### src/rtl/odd_seq_pkg.sv
// Shared definitions for the odd-sequence (x -> 2x+1) sequencer: FSM encodings and the step function.
package odd_seq_pkg;

    typedef logic [1:0] state_t;

    localparam state_t IDLE = 2'd0;
    localparam state_t RUN  = 2'd1;
    localparam state_t DONE = 2'd2;

    // Operates on the low w bits of a 64-bit container so any datapath width up to 63 can share it.
    function automatic logic [63:0] next_odd(input logic [63:0] x,
                                             input logic        wrap_en,
                                             input int unsigned w);
        logic [63:0] mask;
        mask = ~({64{1'b1}} << w);
        if ((x & mask) == mask)
            next_odd = wrap_en ? 64'd0 : mask;
        else
            next_odd = ((x << 1) | 64'd1) & mask;
    endfunction

endpackage

### src/rtl/odd_seq_datapath.sv
// Odd-sequence value register: clear, load-zero and single-step controls around next_odd.
module odd_seq_datapath
    import odd_seq_pkg::*;
#(
    parameter int WIDTH = 8
) (
    input  logic             clk,
    input  logic             reset_n,
    input  logic             clr,
    input  logic             load_zero,
    input  logic             step,
    input  logic             wrap_en,
    output logic [WIDTH-1:0] cnt
);

    always_ff @(posedge clk) begin
        if (!reset_n || clr || load_zero)
            cnt <= '0;
        else if (step)
            cnt <= WIDTH'(next_odd(64'(cnt), wrap_en, WIDTH));
    end

endmodule

### src/rtl/odd_seq_ctrl.sv
// Burst sequencer: FSM, remaining-beat counter and valid/ready handshake around the odd-sequence datapath.
module odd_seq_ctrl
    import odd_seq_pkg::*;
#(
    parameter int WIDTH = 8,
    parameter int LEN_W = 4
) (
    input  logic             clk,
    input  logic             reset_n,
    input  logic             start_i,
    input  logic [LEN_W-1:0] len_i,
    input  logic             wrap_en_i,
    input  logic             abort_i,
    input  logic             ready_i,
    output logic [WIDTH-1:0] cnt_o,
    output logic             valid_o,
    output logic             busy_o,
    output logic             sat_o,
    output logic             done_o
);

    state_t           state, state_nxt;
    logic [LEN_W-1:0] remaining, rem_nxt;
    logic             wrap_q, wrap_nxt;
    logic             valid_q, valid_nxt;
    logic             done_q, done_nxt;
    logic             busy_q;
    logic             clr, load_zero, step;
    logic             beat;

    assign beat = valid_q && ready_i;

    always_comb begin
        state_nxt = state;
        rem_nxt   = remaining;
        wrap_nxt  = wrap_q;
        valid_nxt = valid_q;
        done_nxt  = 1'b0;
        clr       = 1'b0;
        load_zero = 1'b0;
        step      = 1'b0;
        case (state)
            IDLE: begin
                if (start_i) begin
                    wrap_nxt = wrap_en_i;
                    if (len_i != '0) begin
                        state_nxt = RUN;
                        rem_nxt   = len_i;
                        valid_nxt = 1'b1;
                        load_zero = 1'b1;
                    end else begin
                        state_nxt = DONE;
                        done_nxt  = 1'b1;
                    end
                end
            end
            RUN: begin
                // Abort takes priority; a coincident beat is still considered delivered.
                if (abort_i) begin
                    state_nxt = IDLE;
                    rem_nxt   = '0;
                    valid_nxt = 1'b0;
                    clr       = 1'b1;
                end else if (beat) begin
                    if (remaining == LEN_W'(1)) begin
                        state_nxt = DONE;
                        rem_nxt   = '0;
                        valid_nxt = 1'b0;
                        done_nxt  = 1'b1;
                    end else begin
                        rem_nxt = remaining - LEN_W'(1);
                        step    = 1'b1;
                    end
                end
            end
            DONE: begin
                state_nxt = IDLE;
                clr       = 1'b1;
            end
            default: begin
                state_nxt = IDLE;
                rem_nxt   = '0;
                valid_nxt = 1'b0;
                clr       = 1'b1;
            end
        endcase
    end

    always_ff @(posedge clk) begin
        if (!reset_n) begin
            state     <= IDLE;
            remaining <= '0;
            wrap_q    <= 1'b0;
            valid_q   <= 1'b0;
            done_q    <= 1'b0;
            busy_q    <= 1'b0;
        end else begin
            state     <= state_nxt;
            remaining <= rem_nxt;
            wrap_q    <= wrap_nxt;
            valid_q   <= valid_nxt;
            done_q    <= done_nxt;
            busy_q    <= (state_nxt != IDLE);
        end
    end

    odd_seq_datapath #(
        .WIDTH(WIDTH)
    ) u_datapath (
        .clk      (clk),
        .reset_n  (reset_n),
        .clr      (clr),
        .load_zero(load_zero),
        .step     (step),
        .wrap_en  (wrap_nxt),
        .cnt      (cnt_o)
    );

    assign valid_o = valid_q;
    assign busy_o  = busy_q;
    assign done_o  = done_q;
    assign sat_o   = valid_q && (cnt_o == {WIDTH{1'b1}});

endmodule
### config.mk
export PLATFORM = sky130hd
export DESIGN_NAME = odd_seq_ctrl
export DESIGN_NICKNAME = d
export VERILOG_FILES = /design/src/rtl/odd_seq_pkg.sv /design/src/rtl/odd_seq_datapath.sv /design/src/rtl/odd_seq_ctrl.sv
export SDC_FILE = /design/constraint.sdc
export NUM_CORES = 1
export LEC_CHECK = 0
export CAP_MARGIN = 20
export CORE_MARGIN = 1
export CORE_UTILIZATION = 35
export DETAILED_ROUTE_END_ITERATION = 7
export PLACE_DENSITY_LB_ADDON = 0.12
export SLEW_MARGIN = 10
export SYNTH_ARGS = -nofsm -noshare
export SYNTH_HDL_FRONTEND = slang
export SYNTH_SLANG_ARGS = --single-unit
### constraint.sdc
create_clock -name clk -period 1.95 [get_ports clk]
set_input_delay 0.39 -clock clk [delete_from_list [all_inputs] [get_ports clk]]
set_output_delay 0.39 -clock clk [all_outputs]
set_load 0.01 [all_outputs]
==> results of run 1 <==
==> state kept, by name, summed over array words and instances (netlist names) <==
register        cells
u_datapath.cnt      8
remaining           4
done_o              1
state               2
busy_o              1
valid_o             1
wrap_q              1
==> power by group through the flow <==
stage	clock network (uW)	registers (uW)	logic, uW
CTS	240	395	148
global placement	0	403	145
global route	257	398	169
finish	233	395	150
floorplan	0	402	83.3
detailed placement	0	404	146
==> synth_stat cells (2+ instances only) <==
| cell type | number | share of area, % |
|---|---|---|
| nor2_1 | 8 | 3.4 |
| clkbuf_1 | 2 | 0.85 |
| o22ai_1 | 2 | 1.4 |
| nor3_1 | 4 | 2.3 |
| o21ai_0 | 2 | 1.1 |
| buf_2 | 2 | 1.1 |
| ha_1 | 2 | 2.8 |
| a22o_2 | 7 | 7.9 |
| and2_1 | 3 | 2.1 |
| xor2_1 | 2 | 2.0 |
| nand4_1 | 3 | 2.1 |
| a21oi_1 | 2 | 1.1 |
| dfxtp_1 | 18 | 41 |
| nor2b_1 | 3 | 2.1 |
| nand2b_1 | 2 | 1.4 |
| nand2_1 | 7 | 3.0 |
| inv_1 | 5 | 2.1 |
==> logic make-up (layout without fill, tap and decap cells) <==
family          after synthesis  in the layout
flops                        18             18
fa+ha+maj                     2              2
simple gates                 39             39
mux                           1              1
compound gates               25             25
xor+xnor                      2              2
buf+inv                       9             41
==> per-stage QoR <==
stage	power (uW)	std cells	utilization [%]	hold slack [ns]	setup TNS (ns)
2_1_floorplan	485	96	-	0.484	0
3_3_place_gp	547	151	51.6	0.500	-2.82
3_5_place_dp	550	151	51.6	0.504	-2.78
4_1_cts	782	156	53.8	0.526	0
5_1_grt	824	156	54.2	0.541	-0.0294
6_report	779	156	54.2	0.523	0
==> worst paths after layout <==
check,endpoint,slack [ns]
max,u_datapath.cnt[2]$_SDFFE_PP0P_,0.04
min,u_datapath.cnt[3]$_SDFFE_PP0P_,0.52
max reg2reg,u_datapath.cnt[2]$_SDFFE_PP0P_,0.24
min reg2reg,u_datapath.cnt[3]$_SDFFE_PP0P_,0.52
==> layer usage <==
layer | track usage, % | up-vias | wire length [um] | part of all wire, %
li1 | - | 418 | - | -
met1 | 24.2 | 411 | 1070 | 49
met2 | 24.1 | 20 | 975 | 45
met3 | 5.51 | 2 | 130 | 5.9
met4 | 8.77 | 0 | 17 | 0.78
met5 | 0 | - | 0 | 0
==> worst register-to-register path, cell delays in order, from the launching register on <==
cell and delay, ns:
dfxtp_1 0.39, inv_1 0.08, ha_1 0.18, nor3b_1 0.14
buf_4 0.16, nor3b_4 0.27, o311a_2 0.31, a22o_2 0.15
==> final cells by class <==
| class | instances | area, um2 | share of cell area [%] |
|---|---|---|---|
| Multi-Input combinational cell | 69 | 502 | 40.3 |
| Sequential cell | 18 | 362 | 29.0 |
| Timing Repair Buffer | 32 | 292 | 23.4 |
| Clock buffer | 4 | 36.3 | 2.91 |
| Tap cell | 28 | 35.0 | 2.81 |
| Inverter | 5 | 18.8 | 1.51 |
==> repair_timing <==
action / CTS / global route
cloned: 0 / 0
pin swaps: 1 / 3
resized for setup: 3 / 2
endpoints found under the setup margin: 1 / 7
setup buffers: 1 / 0
==> results by stage, run 1 <==
Yosys:
- The compound-gate portion of the synthesized area is 23.1%.
- The combinational family with the most area after synthesis is simple AND/OR/NAND/NOR gates.
- The proportion of register bits with asynchronous set or reset after synthesis is 0%.
- The fraction of the yosys area taken by sequential cells is 40.8%.
- The flip-flop and latch count after synthesis is 18.
- The total nets after synthesis is 108.
- The cell count after synthesis came out at 96.
- The area fraction in and, or, nand and nor cells after synthesis is 26.1%.
- Counting flops with a built-in enable in the synthesized netlist gives 0.
- The count of different cell masters after synthesis is 39.
- Each instance of the synthesized netlist takes up on average 9.20 um2.
- Measured against the total synthesized area, the mux share comes to 1.13%.
- In the synthesized netlist the dominant register cell turns out to be dfxtp_1.
- The Yosys warning count is 0.
- Summing the areas of all fa, ha and maj instances in the mapped netlist gives 2.83% of the synthesized area.
- The synthesized netlist devotes 1.98% of its cell area to XOR and XNOR gates.
- The mapped netlist covers 883 um2.

Cells and area:
- The top cell types in the final layout, fill and taps aside, are clkdlybuf4s50_1, dfxtp_1, buf_4.
- Summing all non-filler instances in the final layout gives an area of 0.00124 mm2.
- The number of antenna diodes in the final layout is 0.
- The final-layout fill cell count is 225.
- The proportion of layout cells with a drive suffix above 1 is 23.4%.
- The post-layout net count is 141.
- The area growth from synthesis to layout is 40.9%.
- Leaving out fill and tap cells, the most frequent cell in the layout is clkdlybuf4s50_1.

Global routing:
- The aggregate global routing overflow is 0.
- Global routing used 17.5% of the available tracks.
- The first global-routing pass estimated 3480 um of wire.
- The number of antenna violations at the first check in global routing was 0.
- The via count of the first global-routing pass is 798.
- Entering global routing, the biggest net connects 11 pins.

Die:
- From bottom edge to top edge, the die measures 52.2 um.
- The I/O pin count is 22.
- The initial standard-cell utilization of the core is 38.5%.
- The floorplan step defined a core boundary enclosing 0.00230 mm2.
- The floorplan die area is 0.00273 mm2.
- The die width is 52.2 um.
- Row generation in the floorplan step produced 17 rows.

STA:
- The routed design could run at a clock period as short as 1.91 ns.
- The worst-case setup margin in the final layout is 0.0378 ns.
- The max-slew violation total from the final report is 0.
- The number of failing hold endpoints at the final stage is 0.
- Timing would allow up to 523 MHz.
- The max-slew headroom at the worst pin is 72.3%.
- The count of endpoints failing setup in the final report is 0.
- At the pin with the least slew margin, the transition time is 0.412 ns.
- The part of the cycle the worst path needs is 98.1%.
- Clock skew on the completed layout was measured at 0.00531 ns.

Routing:
- The first-pass iteration count of the detailed router is 4.
- The vias after detailed routing is 851.
- The detailed router finished its first iteration with 22 violations.
- The vias per cell is 5.46.
- The average wire per cell in the routed design is 14.0 um.
- The final layout contains routed wiring with a total length of 2190 um.
- The number of DRC violations after detailed routing is 0.
- The count of nets left with antenna violations after detail routing is 0.

Worst hold path:
- The min-delay analysis places its worst path in the category reg2reg.
- The cell depth of the worst hold path is 1.
- The startpoint of the lowest-slack hold path is u_datapath.cnt[2]$_SDFFE_PP0P_.

Critical path:
- The critical path runs through a total of 5 cells.
- For this design, the slowest cell found on the critical path is or4_4.
- The worst setup path is launched from an input port.
- The critical path data arrival time is 2.16 ns.
- STA puts the critical path data required time at 2.20 ns.
- STA classifies the critical path endpoint as a flop.
- Traced cell by cell, the critical path runs through clkdlybuf4s50_1 -> or4_4 -> a221o_1 -> nor2_4 -> a22o_2.
- The buffers plus inverters on the worst setup path is 1.
- The delay of the slowest cell on the worst path is 0.57 ns.
- By startpoint and endpoint, the worst setup path is classified as in2reg.
- The largest fanout on the critical path is 7.
- The worst flop-to-flop path startpoint is remaining[1]$_SDFFE_PN0P_.
- The worst register-to-register path has a depth of 7.
- The worst setup path startpoint is len_i[1].
- On the critical path the largest part of the delay comes from simple AND/OR/NAND/NOR gates.

Power:
- The largest vdd supply drop is 0.437 mV.
- Combinational cells account for 19.3% of the total power.
- Of the total power, the share spent switching nets is 26.5%.
- The share of total power dissipated in the clock network is 30.0%.
- The proportion of power drawn by flip-flops and latches is 50.7%.
- The total leakage power is 0.000489 uW.
- The cell-internal power is 573 uW.
- For this design the ratio of total power to cell area is 626 mW/mm2.
- For this design the total switching power over the nets is 206 uW.

Status:
- The flow ran to the end, and the final reports show no timing, DRC or antenna violations.

Placed design:
- The instance area at placement is 0.00119 mm2.
- Routability-driven placement finished with a final weighted congestion of 0.821.
- The worst setup timing slack at the placement stage is -0.285 ns.
- During placement, the flow inserted port buffers numbering 21.
- Summed over all nets, the half-perimeter wirelength after detailed placement is 1610 um.

Clock network:
- TritonCTS built the clock tree.
- The later pin in the worst-skew pair is clocked with a latency of 0.30 ns.
- The buffer cell driving the clock tree root is clkbuf_4.
- CTS built an H-tree with a depth of 1.
- The clock sink total is 18.
- The number of hold buffers added after CTS is 0.
- The number of clock buffers added by TritonCTS is 3.
- The clock-pin slew on the worst setup and hold paths is 0.11 ns.
- The deepest clock path buffer count is 2.

Run:
- The max-cap check violation count is 0.
No activity file was read; power rests on OpenSTA's default activity.
==> run 2, diff against run 1 <==
SKIP_CTS_REPAIR_TIMING = 1   (was not set)
SYNTH_HIERARCHICAL = 1   (was not set)
==> run 2 against run 1 <==
Compared with the run above:
- critical path depth grew 1
- global-route usage grew 0.18 points
- clock power is essentially flat
- critical endpoint is now u_datapath/cnt[1]$_SDFFE_PP0P_
==> results by stage, run 2 <==
Cells and area:
- The sequential cell area in the final layout was 368 um2 (was 362 um2).
- The proportion of layout cells with a drive suffix above 1 came to 29.2% (was 23.4%).
- The end-of-flow core utilization is 55.9% (was 54.2%).
- The register bank with the most flops is u_datapath/cnt (was u_datapath.cnt).
- The number of flip-flops under the largest register name is 8 (unchanged).
- The number of diodes is 0 (unchanged).
- The post-layout net count is 167 (was 141).
- The area growth from synthesis to layout is 46.4% (was 40.9%).
- The multi-input gate area in the final layout is 584 um2 (was 502 um2).
- The final non-filler cell total came to 184 (was 156).
- Top Registers: u_datapath/cnt: 8 flops, remaining: 4 flops, state: 2 flops (was u_datapath.cnt: 8 flops, remaining: 4 flops, state: 2 flops).
- Commonest cells after routing, fill and taps aside: buf_4, clkdlybuf4s50_1, nand2_1 (was clkdlybuf4s50_1, dfxtp_1, buf_4).
- The most common cell after layout, fill and taps aside is buf_4 (was clkdlybuf4s50_1).
- The final-layout fill cell count is 238 (was 225).

Yosys:
- The number of flops mapped to enable cells by yosys is 0 (unchanged).
- The count of different cell masters after synthesis was 42 (was 39).
- The most used standard cell by instance count after synthesis is dfxtp_1 (unchanged).
- The synthesized netlist cell count is 109 (was 96).
- The synthesized area per cell was 8.91 um2 (was 9.20 um2).
- The proportion of register bits with asynchronous set or reset after synthesis is 0% (unchanged).
- The total nets after synthesis is 121 (was 108).
- The top cell type's share of synthesized area is 37.1% (was 40.8%).
- The synthesized cell area is 971 um2 (was 883 um2).
- The main flop type after synthesis was dfxtp_1 (unchanged).
- The flip-flop and latch count after synthesis is 18 (unchanged).
- Most frequent cells after synthesis: dfxtp_1, nand2_1, nor2_1 (was dfxtp_1, nor2_1, a22o_2, nand2_1, inv_1).
- Synth area leaders: dfxtp_1, nand2_1, and2_1 (was dfxtp_1, a22o_2, nor2_1).
- The Yosys warning count is 6 (was 0).
- The library cell with the largest summed area after synthesis is dfxtp_1 (unchanged).
- The fraction of the yosys area taken by sequential cells was 37.1% (was 40.8%).

Routing:
- The vias after detailed routing is 933 (was 851).
- The wire length after detailed routing is 2370 um (was 2190 um).
- The first-pass iteration count of the detailed router is 4 (unchanged).
- The initial detailed-routing violation count was 12 (was 22).
- The number of DRC violations after detailed routing is 0 (unchanged).
- The vias per cell came to 5.07 (was 5.46).
- The count of nets left with antenna violations after detail routing is 0 (unchanged).
- The average wire per cell in the routed design is 12.9 um (was 14.0 um).

STA:
- The max-slew headroom at the worst pin is 73.9% (was 72.3%).
- The minimum period implied by the final worst setup slack was 1.87 ns (was 1.91 ns).
- The tightest hold margin is 0.469 ns (was 0.523 ns).
- The worst setup skew after layout is 0.00581 ns (was 0.00531 ns).
- The part of the cycle the worst path needs is 96.0% (was 98.1%).
- The slew at the pin closest to its max-slew limit came to 0.390 ns (was 0.412 ns).
- The max-slew violation total from the final report is 0 (unchanged).
- The timing-limited maximum frequency came to 534 MHz (was 523 MHz).
- The number of failing hold endpoints at the final stage is 0 (unchanged).
- The count of endpoints failing setup in the final report is 0 (unchanged).
- Setup repair after global routing left no endpoint under its margin.

Critical path:
- The category of the worst setup path capture point is a flop (unchanged).
- The largest fanout on the critical path was 3 (was 7).
- The startpoint class of the critical path is an input port (unchanged).
- The critical register-to-register path endpoint is u_datapath/cnt[2]$_SDFFE_PP0P_ (was u_datapath.cnt[2]$_SDFFE_PP0P_).
- The required time reported for the critical path endpoint is 2.14 ns (was 2.20 ns).
- The critical path data arrival time was 2.06 ns (was 2.16 ns).
- The end point of the critical path is u_datapath/cnt[1]$_SDFFE_PP0P_ (was u_datapath.cnt[2]$_SDFFE_PP0P_).
- The worst setup path startpoint is start_i (was len_i[1]).
- The path type of the worst setup path is in2reg (unchanged).
- The reg2reg setup slack is 0.13 ns (was 0.24 ns).
- The worst flop-to-flop path startpoint is remaining[1]$_SDFFE_PN0P_ (unchanged).
- The depth of the worst register-to-register path is 9 (was 7).

Power:
- The power per cell area is 563 mW/mm2 (was 626 mW/mm2).
- The largest vdd supply drop came to 0.372 mV (was 0.437 mV).
- The total leakage power was 0.000615 uW (was 0.000489 uW).
- The total power draw is 800 uW (was 779 uW).

Placed design:
- The port buffer count is 21 (unchanged).
- The post-placement cell count is 180 (was 151).
- The half-perimeter wire length after detailed placement came to 1880 um (was 1610 um).
- The routability-driven placement congestion ratio was 0.768 (was 0.821).

Die:
- The floorplan die area came to 0.00299 mm2 (was 0.00273 mm2).
- The die width is 54.7 um (was 52.2 um).
- The die height is 54.7 um (was 52.2 um).
- The I/O pin count is 22 (unchanged).
- The area inside the core boundary came to 0.00254 mm2 (was 0.00230 mm2).
- The site row count came to 18 (was 17).
- The initial standard-cell utilization of the core came to 38.2% (was 38.5%).

Worst hold path:
- The startpoint of the lowest-slack hold path is remaining[1]$_SDFFE_PN0P_ (was u_datapath.cnt[2]$_SDFFE_PP0P_).
- The cell depth of the worst hold path came to 2 (was 1).
- The type of the worst min-delay path is reg2reg (unchanged).

Global routing:
- The aggregate global routing overflow came to 0 (unchanged).
- The first-pass GRT wire length is 3750 um (was 3480 um).
- The number of antenna violations at the first check in global routing was 0 (unchanged).
- The overall routing resource usage is 17.7% (was 17.5%).
- The pin count of the biggest net entering global routing was 11 (unchanged).
- The via count of the first global-routing pass is 874 (was 798).

Clock network:
- The buffer cell driving the clock tree root is clkbuf_4 (unchanged).
- The clock-pin slew on the worst setup and hold paths came to 0.11 ns (about the same).
- The later-pin clock latency in the skew report was 0.29 ns (was 0.30 ns).
- The deepest clock path buffer count is 2 (unchanged).
- The CTS tree is yes (unchanged).
- The number of levels the H-tree was split into is 1 (unchanged).
- The TritonCTS buffer count is 3 (unchanged).
- The clock sink total is 18 (unchanged).

Status:
- Run status: finished clean (unchanged).

Run:
- The max-cap check violation count is 0 (unchanged).
run 2: layer usage:
layer	global-route usage, %	part of all wire [%]	up-vias
li1	-	-	485
met1	21.3	49	435
met2	30.9	48	11
met3	3.89	3.0	2
met4	5.13	0.42	0
met5	0	0	-
run 2: report_power, final:
group	internal, uW	switching [uW]
registers	383	13.6
clock network	114	119
logic	99.9	71.4
run 2: logic make-up after synthesis:
| kind of cell | count (synthesis) | share of synthesized area (%) |
|---|---|---|
| multiplexers | 1 | 1.16 |
| adder cells (fa/ha/maj) | 2 | 2.58 |
| XOR/XNOR | 2 | 1.80 |
| AO/OA/AOI/OAI | 29 | 21.3 |
| buffers and inverters | 6 | 4.12 |
| flip-flops | 18 | 37.1 |
| AND/OR/NAND/NOR | 51 | 32.0 |
run 2: worst max-delay path, cell delays in order:
cell	delay [ns]
clkdlybuf4s50_1	0.49
or3b_4	0.39
mux2_2	0.25
nand4_2	0.15
o311ai_1	0.29
a21boi_1	0.10
run 2: stage by stage:
step,instance area (um2),worst slack [ns],setup TNS [ns]
after floorplan,971,0.233,0
after global placement,1360,-0.233,-2.43
after detailed placement,1360,-0.269,-2.64
after CTS,1400,0.000408,0
after global routing,1420,0.000304,0
final,1420,0.0771,0
run 2: layout make-up:
| class | instances | area share, % |
|---|---|---|
| multi-input combinational | 85 | 41.1 |
| timing repair buffer | 43 | 26.8 |
| sequential | 18 | 25.9 |
| tap | 30 | 2.64 |
| clock buffer | 4 | 2.55 |
| inverter | 4 | 1.06 |
run 2: how the worst min path moves through the flow:
stage | endpoint
after detailed placement | remaining[1]$_SDFFE_PN0P_
after floorplan | remaining[1]$_SDFFE_PN0P_
after CTS | remaining[1]$_SDFFE_PN0P_
after global routing | remaining[1]$_SDFFE_PN0P_
after global placement | remaining[1]$_SDFFE_PN0P_
final | remaining[1]$_SDFFE_PN0P_
